--- config.mk ---
export PLATFORM = sky130hd
export DESIGN_NAME = binary_gray_conv_flat
export DESIGN_NICKNAME = d
export VERILOG_FILES = /design/src/rtl/binary_gray_conv_if.sv /design/src/rtl/binary_gray_conv.sv /design/src/flat_wrapper.sv
export SDC_FILE = /design/constraint.sdc
export NUM_CORES = 1
export LEC_CHECK = 0
export CORE_AREA = 2 2 39 41
export DETAILED_ROUTE_END_ITERATION = 7
export DIE_AREA = 0 0 41 43
export REMOVE_ABC_BUFFERS = 1
export SLEW_MARGIN = 20
export SYNTH_ARGS = -nofsm -noshare
export SYNTH_HDL_FRONTEND = slang
export SYNTH_SLANG_ARGS = --single-unit
--- constraint.sdc ---
create_clock -name clk -period 0.8 [get_ports clk]
set_clock_uncertainty 0.05 [all_clocks]
set_input_delay 0.2 -clock clk [delete_from_list [all_inputs] [get_ports clk]]
set_output_delay 0.2 -clock clk [all_outputs]
set_load 0.05 [all_outputs]
--- src/rtl/binary_gray_conv_if.sv ---
// Bus interface for binary_gray_conv: qualified input word plus registered result.
// The out_par signal exists only when BINARY_GRAY_PARITY_EN is defined.
interface binary_gray_conv_if #(
    parameter int WIDTH = 4
);
    logic             in_valid;
    logic [WIDTH-1:0] num;
    logic             sel;
    logic [WIDTH-1:0] out;
    logic             out_valid;
    logic             out_sel;
`ifdef BINARY_GRAY_PARITY_EN
    logic             out_par;

    modport master (
        output in_valid, num, sel,
        input  out, out_valid, out_sel, out_par
    );

    modport slave (
        input  in_valid, num, sel,
        output out, out_valid, out_sel, out_par
    );
`else
    modport master (
        output in_valid, num, sel,
        input  out, out_valid, out_sel
    );

    modport slave (
        input  in_valid, num, sel,
        output out, out_valid, out_sel
    );
`endif
endinterface

--- src/rtl/binary_gray_conv.sv ---
// Registered dual-direction binary/Gray converter, 1-cycle latency, full throughput.
// Optional registered parity output out_par enabled by BINARY_GRAY_PARITY_EN.
module binary_gray_conv #(
    parameter int WIDTH = 4
) (
    input  logic              clk,
    input  logic              rst_n,
    binary_gray_conv_if.slave bus
);

    logic [WIDTH-1:0] gray_word;
    logic [WIDTH-1:0] bin_word;
    logic [WIDTH-1:0] result;
    logic             acc;

    // Both directions are pure XOR networks; Gray->binary is a running XOR from the MSB down.
    always_comb begin
        gray_word = bus.num ^ (bus.num >> 1);
        bin_word  = '0;
        acc       = 1'b0;
        for (int i = WIDTH - 1; i >= 0; i--) begin
            acc         = acc ^ bus.num[i];
            bin_word[i] = acc;
        end
        result = bus.sel ? bin_word : gray_word;
    end

    // Result and its mode are only captured on valid cycles, so X on an idle num never reaches out.
    always_ff @(posedge clk or negedge rst_n) begin
        if (!rst_n) begin
            bus.out       <= '0;
            bus.out_valid <= 1'b0;
            bus.out_sel   <= 1'b0;
        end else begin
            bus.out_valid <= bus.in_valid;
            if (bus.in_valid) begin
                bus.out     <= result;
                bus.out_sel <= bus.sel;
            end
        end
    end

`ifdef BINARY_GRAY_PARITY_EN
    always_ff @(posedge clk or negedge rst_n) begin
        if (!rst_n) begin
            bus.out_par <= 1'b0;
        end else if (bus.in_valid) begin
            bus.out_par <= ^result;
        end
    end
`endif

endmodule

--- src/flat_wrapper.sv ---
// flat-port wrapper written by rule: the top's interface ports become plain ports
module binary_gray_conv_flat 
#(
    parameter int WIDTH = 4
)
  (clk, rst_n, bus_in_valid, bus_num, bus_sel, bus_out, bus_out_valid, bus_out_sel);
  binary_gray_conv_if #(.WIDTH(WIDTH)) bus_i ();
  input  logic clk;
  input  logic rst_n;
  input wire logic [$bits(bus_i.in_valid)-1:0] bus_in_valid;
  input wire logic [$bits(bus_i.num)-1:0] bus_num;
  input wire logic [$bits(bus_i.sel)-1:0] bus_sel;
  output wire logic [$bits(bus_i.out)-1:0] bus_out;
  output wire logic [$bits(bus_i.out_valid)-1:0] bus_out_valid;
  output wire logic [$bits(bus_i.out_sel)-1:0] bus_out_sel;
  assign bus_i.in_valid = bus_in_valid;
  assign bus_i.num = bus_num;
  assign bus_i.sel = bus_sel;
  assign bus_out = bus_i.out;
  assign bus_out_valid = bus_i.out_valid;
  assign bus_out_sel = bus_i.out_sel;
  binary_gray_conv #(.WIDTH(WIDTH)) u_core (.clk(clk), .rst_n(rst_n), .bus(bus_i));
endmodule
==> results.md, run 1 <==
* Die X at 41 µm
* Yosys cell types at 13
* CTS tree: done
* Area fraction of the dominant cell type after synthesis at 54.3%
* FMAX at 0.937 GHz
* Total I/O pin count at 14
* Synth warnings at 0
* Share of cells above drive strength 1 at 59.1%
* Synth async-reset ratio at 100%
* EDFF count, synth at 0
* Root Buffer: clkbuf_4
* Initial detailed-routing violation count at 1
* Final nets at 54
* CP top delay family: flip-flops
* WL final at 600 µm
* Flop-to-flop setup slack at -160 ps
* Core box area at 1380 µm²
* Post-DRT Antenna Nets at 0
* Sequential share of the synthesized area at 54.3%
* Actual slew at the worst max-slew pin at 271 ps
* Switching share of total power at 32.4%
* Syn Area/Cell at 12.0 µm²
* Hold crit path type: input port to asynchronous set/reset pin
* Count leader, synth: dfrtp_1
* Residual DRC at 0
* Pre-CTS setup slack at -623 ps
* Fillers at 142
* Final Max Tran Viols at 0
* WP buf/inv at 1
* Area growth syn-to-layout at 97.3%
* CP cell instances: buf_12
* Total Routing Usage GR at 8.50%
* DR vias/cell at 4.05
* Crit end category: output port
* Fin util at 39.4%
* Top cells by area, synth: dfrtp_1 54%, mux2_2 8.1%, xnor2_1 6.3%
* Hpwl dp at 418 µm
* Final WS setup at -267 ps
* H-tree depth at 1
* Cell Pwr Density at 2070 nW/µm²
* Hold_buf cts at 0
* Initial Util at 20.0%
* CP startpoint kind: flip-flop
* Final hold violations at 0
* CTS Buf Count at 3
* Row count at 14
* Global-route wire length before repair at 917 µm
* Worst hold slack at 144 ps
* Slew margin rel. at 81.9%
* Mapped Cells at 23
* Vias at 243
* Total of max-cap violations at 0
* Largest net degree at the start of global routing at 7
* Worst path required time at 550 ps
* Switch Pwr at 0.000367 W
* Filler-free cell count of the finished design at 60
* Post-route minimum period at 1070 ps
* Final period utilization at 133%
* Final setup violation count at 10
* Total stage count of the critical path at 1
* R2R depth at 2
* Clock power share at 24.9%
* Die footprint at 1760 µm²
* Top cell type by total area after synthesis: dfrtp_1
* Combinational share of power at 41.2%
* Worst-path clk slew at 50 ps
* Gr ovfl total at 0
* Post-Syn Area at 277 µm²
* Antenna cell count at 0
* DR pass1 iterations at 2
* CP peak stage delay at 410 ps
* Ys flop type: dfrtp_1
* Routed WL per cell at 10.0 µm
* Peak VDD IR at 826 µV
* CTS max path bufs at 2
* Vias in the first global route at 230
* Worst EP arrival at 820 ps
* Failing checks: negative setup slack
* Reg power frac at 33.8%
* Worst path slowest cell: dfrtp_1
* Clock Latency Late Sink at 240 ps
* Outcome: finished, violations left
* Antenna violations before repair at 0
* Worst-path fanout max at 2
* Unrepaired setup endpoints after global routing: yes
* Die Height at 43 µm
* Static leakage at 0.260 nW
* Number of synthesized register bits at 6
* Crit Path Class: flip-flop to output port
* IO Port Bufs at 13
* Clk sink count at 6
* Post-Place Cells at 54
* Int Pwr at 0.000764 W
* GP Congestion at 0.755
==> worst paths after layout <==
| path | to | startpoint |
|---|---|---|
| worst max-delay path | bus_out[1] | u_core.bus.out[1] |
| worst min-delay path | u_core.bus.out[3] | rst_n |
| worst max register to register | u_core.bus.out[1] | u_core.bus.out[1] |
| worst min register to register | u_core.bus.out_sel | u_core.bus.out_sel |
| max in group asynchronous | u_core.bus.out[2] | rst_n |
| min in group clk | u_core.bus.out_sel | bus_in_valid |
==> sequential cells by signal (all words and copies together) (netlist names) <==
signal	cells
u_core.bus.out	4
u_core.bus.out_sel	1
u_core.bus.out_valid	1
==> layer usage <==
metal	vias up	track usage [%]	wire, µm
met5	-	0	0
met4	0	6.00	0
met3	0	6.28	56
met2	13	10.6	314
met1	112	9.57	229
li1	118	-	-
==> power groups by stage <==
stage / clock (W) / sequential (W) / combinational (W)
after floorplan: 0 / 0.000496 / 0.0000666
after global placement: 0 / 0.000387 / 0.000422
after detailed placement: 0 / 0.000388 / 0.000423
after CTS: 0.000296 / 0.000382 / 0.000431
after global routing: 0.000321 / 0.000386 / 0.000488
final: 0.000282 / 0.000383 / 0.000466
==> through the flow <==
stage	instance area [µm²]	setup TNS [ps]	total power, W
2_1_floorplan	269	-1230	0.000563
3_3_place_gp	502	-2960	0.000809
3_5_place_dp	502	-3040	0.000811
4_1_cts	526	-1970	0.00111
5_1_grt	546	-2090	0.00120
6_report	546	-1800	0.00113
==> cells in the final DEF (no fill, tap or decap), drive strengths merged <==
cell type,Yosys,layout
xnor2,2,2
nor2,1,1
inv,2,2
xor2,2,2
a21oi,1,1
dfrtp,6,6
dlygate4sd2,0,1
buf,1,13
or2,1,1
clkdlybuf4s50,0,1
nand2,2,2
clkbuf,0,7
mux2,3,3
o311ai,1,1
o211ai,1,1
==> layout make-up <==
type / count / area, µm² / share of cell area, %
Clock buffer: 3 / 22.5 / 4.13
Inverter: 2 / 7.51 / 1.38
Multi-Input combinational cell: 14 / 129 / 23.6
Timing Repair Buffer: 19 / 216 / 39.7
Sequential cell: 6 / 150 / 27.5
Tap cell: 16 / 20.0 / 3.67
==> kinds of logic (layout without fill, tap and decap cells) <==
logic type	after synthesis	count (layout)	share of synthesized area, %
XOR/XNOR	4	4	12.7
multiplexers	3	3	13.6
buffers and inverters	3	24	5.43
flip-flops	6	6	54.3
AO/OA/AOI/OAI	3	3	7.69
AND/OR/NAND/NOR	4	4	6.34
==> repair_timing <==
item / in CTS / in global routing
gates resized for setup: 11 / 12
hold endpoints to repair: 0 / 0
endpoints found under the setup margin: 12 / 11
setup buffers: 1 / 2
pin swaps: 4 / 5
Power figures use the tool's default switching activity.
==> run 2, diff against run 1 <==
- CTS_BUF_LIST: unset -> sky130_fd_sc_hd__clkbuf_8
==> results.md, run 2 (synthesized netlist as in run 1, its figures left out) <==
* Final period utilization at 129% (was 133%)
* Final WS setup at -235 ps (was -267 ps)
* H-tree depth at 1 (unchanged)
* Max FFs per register at 4 (unchanged)
* Root Buffer: clkbuf_8 (was clkbuf_4)
* Share of cells above drive strength 1 at 48.8% (was 59.1%)
* Slew margin rel. at 82.1% (was 81.9%)
* Combinational share of power at 35.1% (was 41.2%)
* DR vias/cell at 3.98 (was 4.05)
* CP cell instances: buf_12 (unchanged)
* Die footprint at 1760 µm² (unchanged)
* Actual slew at the worst max-slew pin at 268 ps (was 271 ps)
* Antenna cell count at 0 (unchanged)
* Cell Pwr Density at 2270 nW/µm² (was 2070 nW/µm²)
* Core box area at 1380 µm² (unchanged)
* Post-Place Cells at 54 (unchanged)
* IO Port Bufs at 13 (unchanged)
* DR pass1 iterations at 2 (unchanged)
* Vias at 235 (was 243)
* Clock Latency Late Sink at 220 ps (was 240 ps)
* Row count at 14 (unchanged)
* Met2 WL at 289 µm (was 314 µm)
* CP peak stage delay at 400 ps (was 410 ps)
* Uppermost layer routed: met3 (unchanged)
* Worst-path clk slew at 40 ps (was 50 ps)
* Clock power share at 35.1% (was 24.9%)
* CTS Buf Count at 3 (unchanged)
* Residual DRC at 0 (unchanged)
* Placed inst area at 502 µm² (unchanged)
* Static leakage at 0.264 nW (was 0.260 nW)
* Failing checks: negative setup slack (unchanged)
* CTS max path bufs at 2 (unchanged)
* Global-route wire length before repair at 917 µm (unchanged)
* Crit Path Class: flip-flop to output port (unchanged)
* FMAX at 0.966 GHz (was 0.937 GHz)
* Worst EP arrival at 780 ps (was 820 ps)
* Met1 Wirelength at 216 µm (was 229 µm)
* Final setup violation count at 10 (unchanged)
* Most frequent cells in the layout: 6 x buf_12, 6 x dfrtp_1, 4 x buf_4, 3 x clkbuf_8 (was 6 x buf_12, 6 x dfrtp_1, 4 x clkbuf_2, 4 x buf_4, 3 x clkbuf_4)
* Hpwl dp at 418 µm (unchanged)
* Total Routing Usage GR at 8.40% (was 8.50%)
* Int Pwr at 0.000909 W (was 0.000764 W)
* WP buf/inv at 1 (unchanged)
* Hold_buf cts at 0 (unchanged)
* Final nets at 53 (was 54)
* Largest registers: u_core.bus.out: 4 flops, u_core.bus.out_sel: 1 flops, u_core.bus.out_valid: 1 flops (unchanged)
* Post-DRT Antenna Nets at 0 (unchanged)
* CTS tree: done (unchanged)
* Worst path required time at 550 ps (about the same)
* Switching share of total power at 29.1% (was 32.4%)
* Initial detailed-routing violation count at 2 (was 1)
* Die X at 41 µm (unchanged)
* Total I/O pin count at 14 (unchanged)
* Worst path slowest cell: dfrtp_1 (unchanged)
* Routed wl met3 at 54 µm (was 56 µm)
* Reg power frac at 29.8% (was 33.8%)
* Clk sink count at 6 (unchanged)
* Antenna violations before repair at 0 (unchanged)
* Worst-path fanout max at 2 (unchanged)
* CP startpoint kind: flip-flop (unchanged)
* Switch Pwr at 0.000373 W (was 0.000367 W)
* Final hold violations at 0 (unchanged)
* Vias in the first global route at 233 (was 230)
* Filler-free cell count of the finished design at 59 (was 60)
* Cell area after layout at 564 µm² (was 546 µm²)
* Initial Util at 20.0% (unchanged)
* Largest net degree at the start of global routing at 7 (unchanged)
* Routed WL per cell at 9.49 µm (was 10.0 µm)
* GP Congestion at 0.755 (unchanged)
* Hold crit path type: input port to asynchronous set/reset pin (unchanged)
* Area growth syn-to-layout at 104% (was 97.3%)
* WL final at 560 µm (was 600 µm)
* Crit path launch: u_core.bus.out[2] (was u_core.bus.out[1])
* Worst r2r src: u_core.bus.out[1] (unchanged)
* Unrepaired setup endpoints after global routing: yes (unchanged)
* Largest reg by FF count: u_core.bus.out (unchanged)
* Final Max Tran Viols at 0 (unchanged)
* Post-route minimum period at 1030 ps (was 1070 ps)
* CP top delay family: flip-flops (unchanged)
* Total of max-cap violations at 0 (unchanged)
* Die Height at 43 µm (unchanged)
* Crit end category: output port (unchanged)
* Worst hold slack at 170 ps (was 144 ps)
* Outcome: finished, violations left (unchanged)
* Peak VDD IR at 1010 µV (was 826 µV)
* Gr ovfl total at 0 (unchanged)
run 2: changes by cell type in the layout (fill, tap and decap cells not counted), sizes merged:
cell	change
buf	-1
clkbuf	-3
clkdlybuf4s15	+2
dlygate4sd2	+1
run 2: worst reg2reg max path: cells and delay by family (launching register included):
family / cells / cell delay, ps
multiplexers: 1 / 250
buffers and inverters: 1 / 140
flip-flops: 1 / 400
run 2: cell type report:
class / instances / area, µm²
inverters: 2 / 7.51
clock buffers: 3 / 41.3
flip-flops and latches: 6 / 150
multi-input cells: 14 / 126
repair buffers: 18 / 219
fillers: 139 / 820
well taps: 16 / 20.0
run 2: per-stage QoR:
step                      worst slack, ps  util (%)  power (W)  TNS, ps
after detailed placement             -623      36.3   0.000811    -3040
after CTS                            -242      39.4    0.00128    -1820
after floorplan                      -244         -   0.000563    -1230
final                                -235      40.8    0.00128    -1710
after global routing                 -255      40.8    0.00135    -1980
after global placement               -604      36.3   0.000809    -2960
run 2: per-layer routing:
layer,global-route usage (%),vias up
met4,4.00,0
met5,0,-
met3,6.28,0
li1,-,116
met1,9.90,106
met2,10.9,13
run 2: final timing paths:
path / endpoint / slack [ps] / depth (start not counted)
max reg2reg: u_core.bus.out[1] / -160 / 2
max in group asynchronous: u_core.bus.out[3] / 320 / 1
min: u_core.bus.out[1] / 170 / 1
min in group clk: u_core.bus.out_sel / 230 / 2
min reg2reg: u_core.bus.out_sel / 520 / 1
max: bus_out[2] / -230 / 1
run 2: power groups by stage:
stage,combinational [W],clock (W),sequential (W)
after CTS,0.000431,0.000468,0.000383
after detailed placement,0.000423,0,0.000388
after global placement,0.000422,0,0.000387
after global routing,0.000474,0.000491,0.000385
after floorplan,0.0000666,0,0.000496
final,0.000450,0.000450,0.000382
run 2: what timing repair did:
action / CTS / global route
pin swaps: 4 / 1
buffers inserted: 1 / 1
hold endpoints to repair: 0 / 0
setup endpoints to repair: 12 / 11
gates resized for setup: 12 / 5
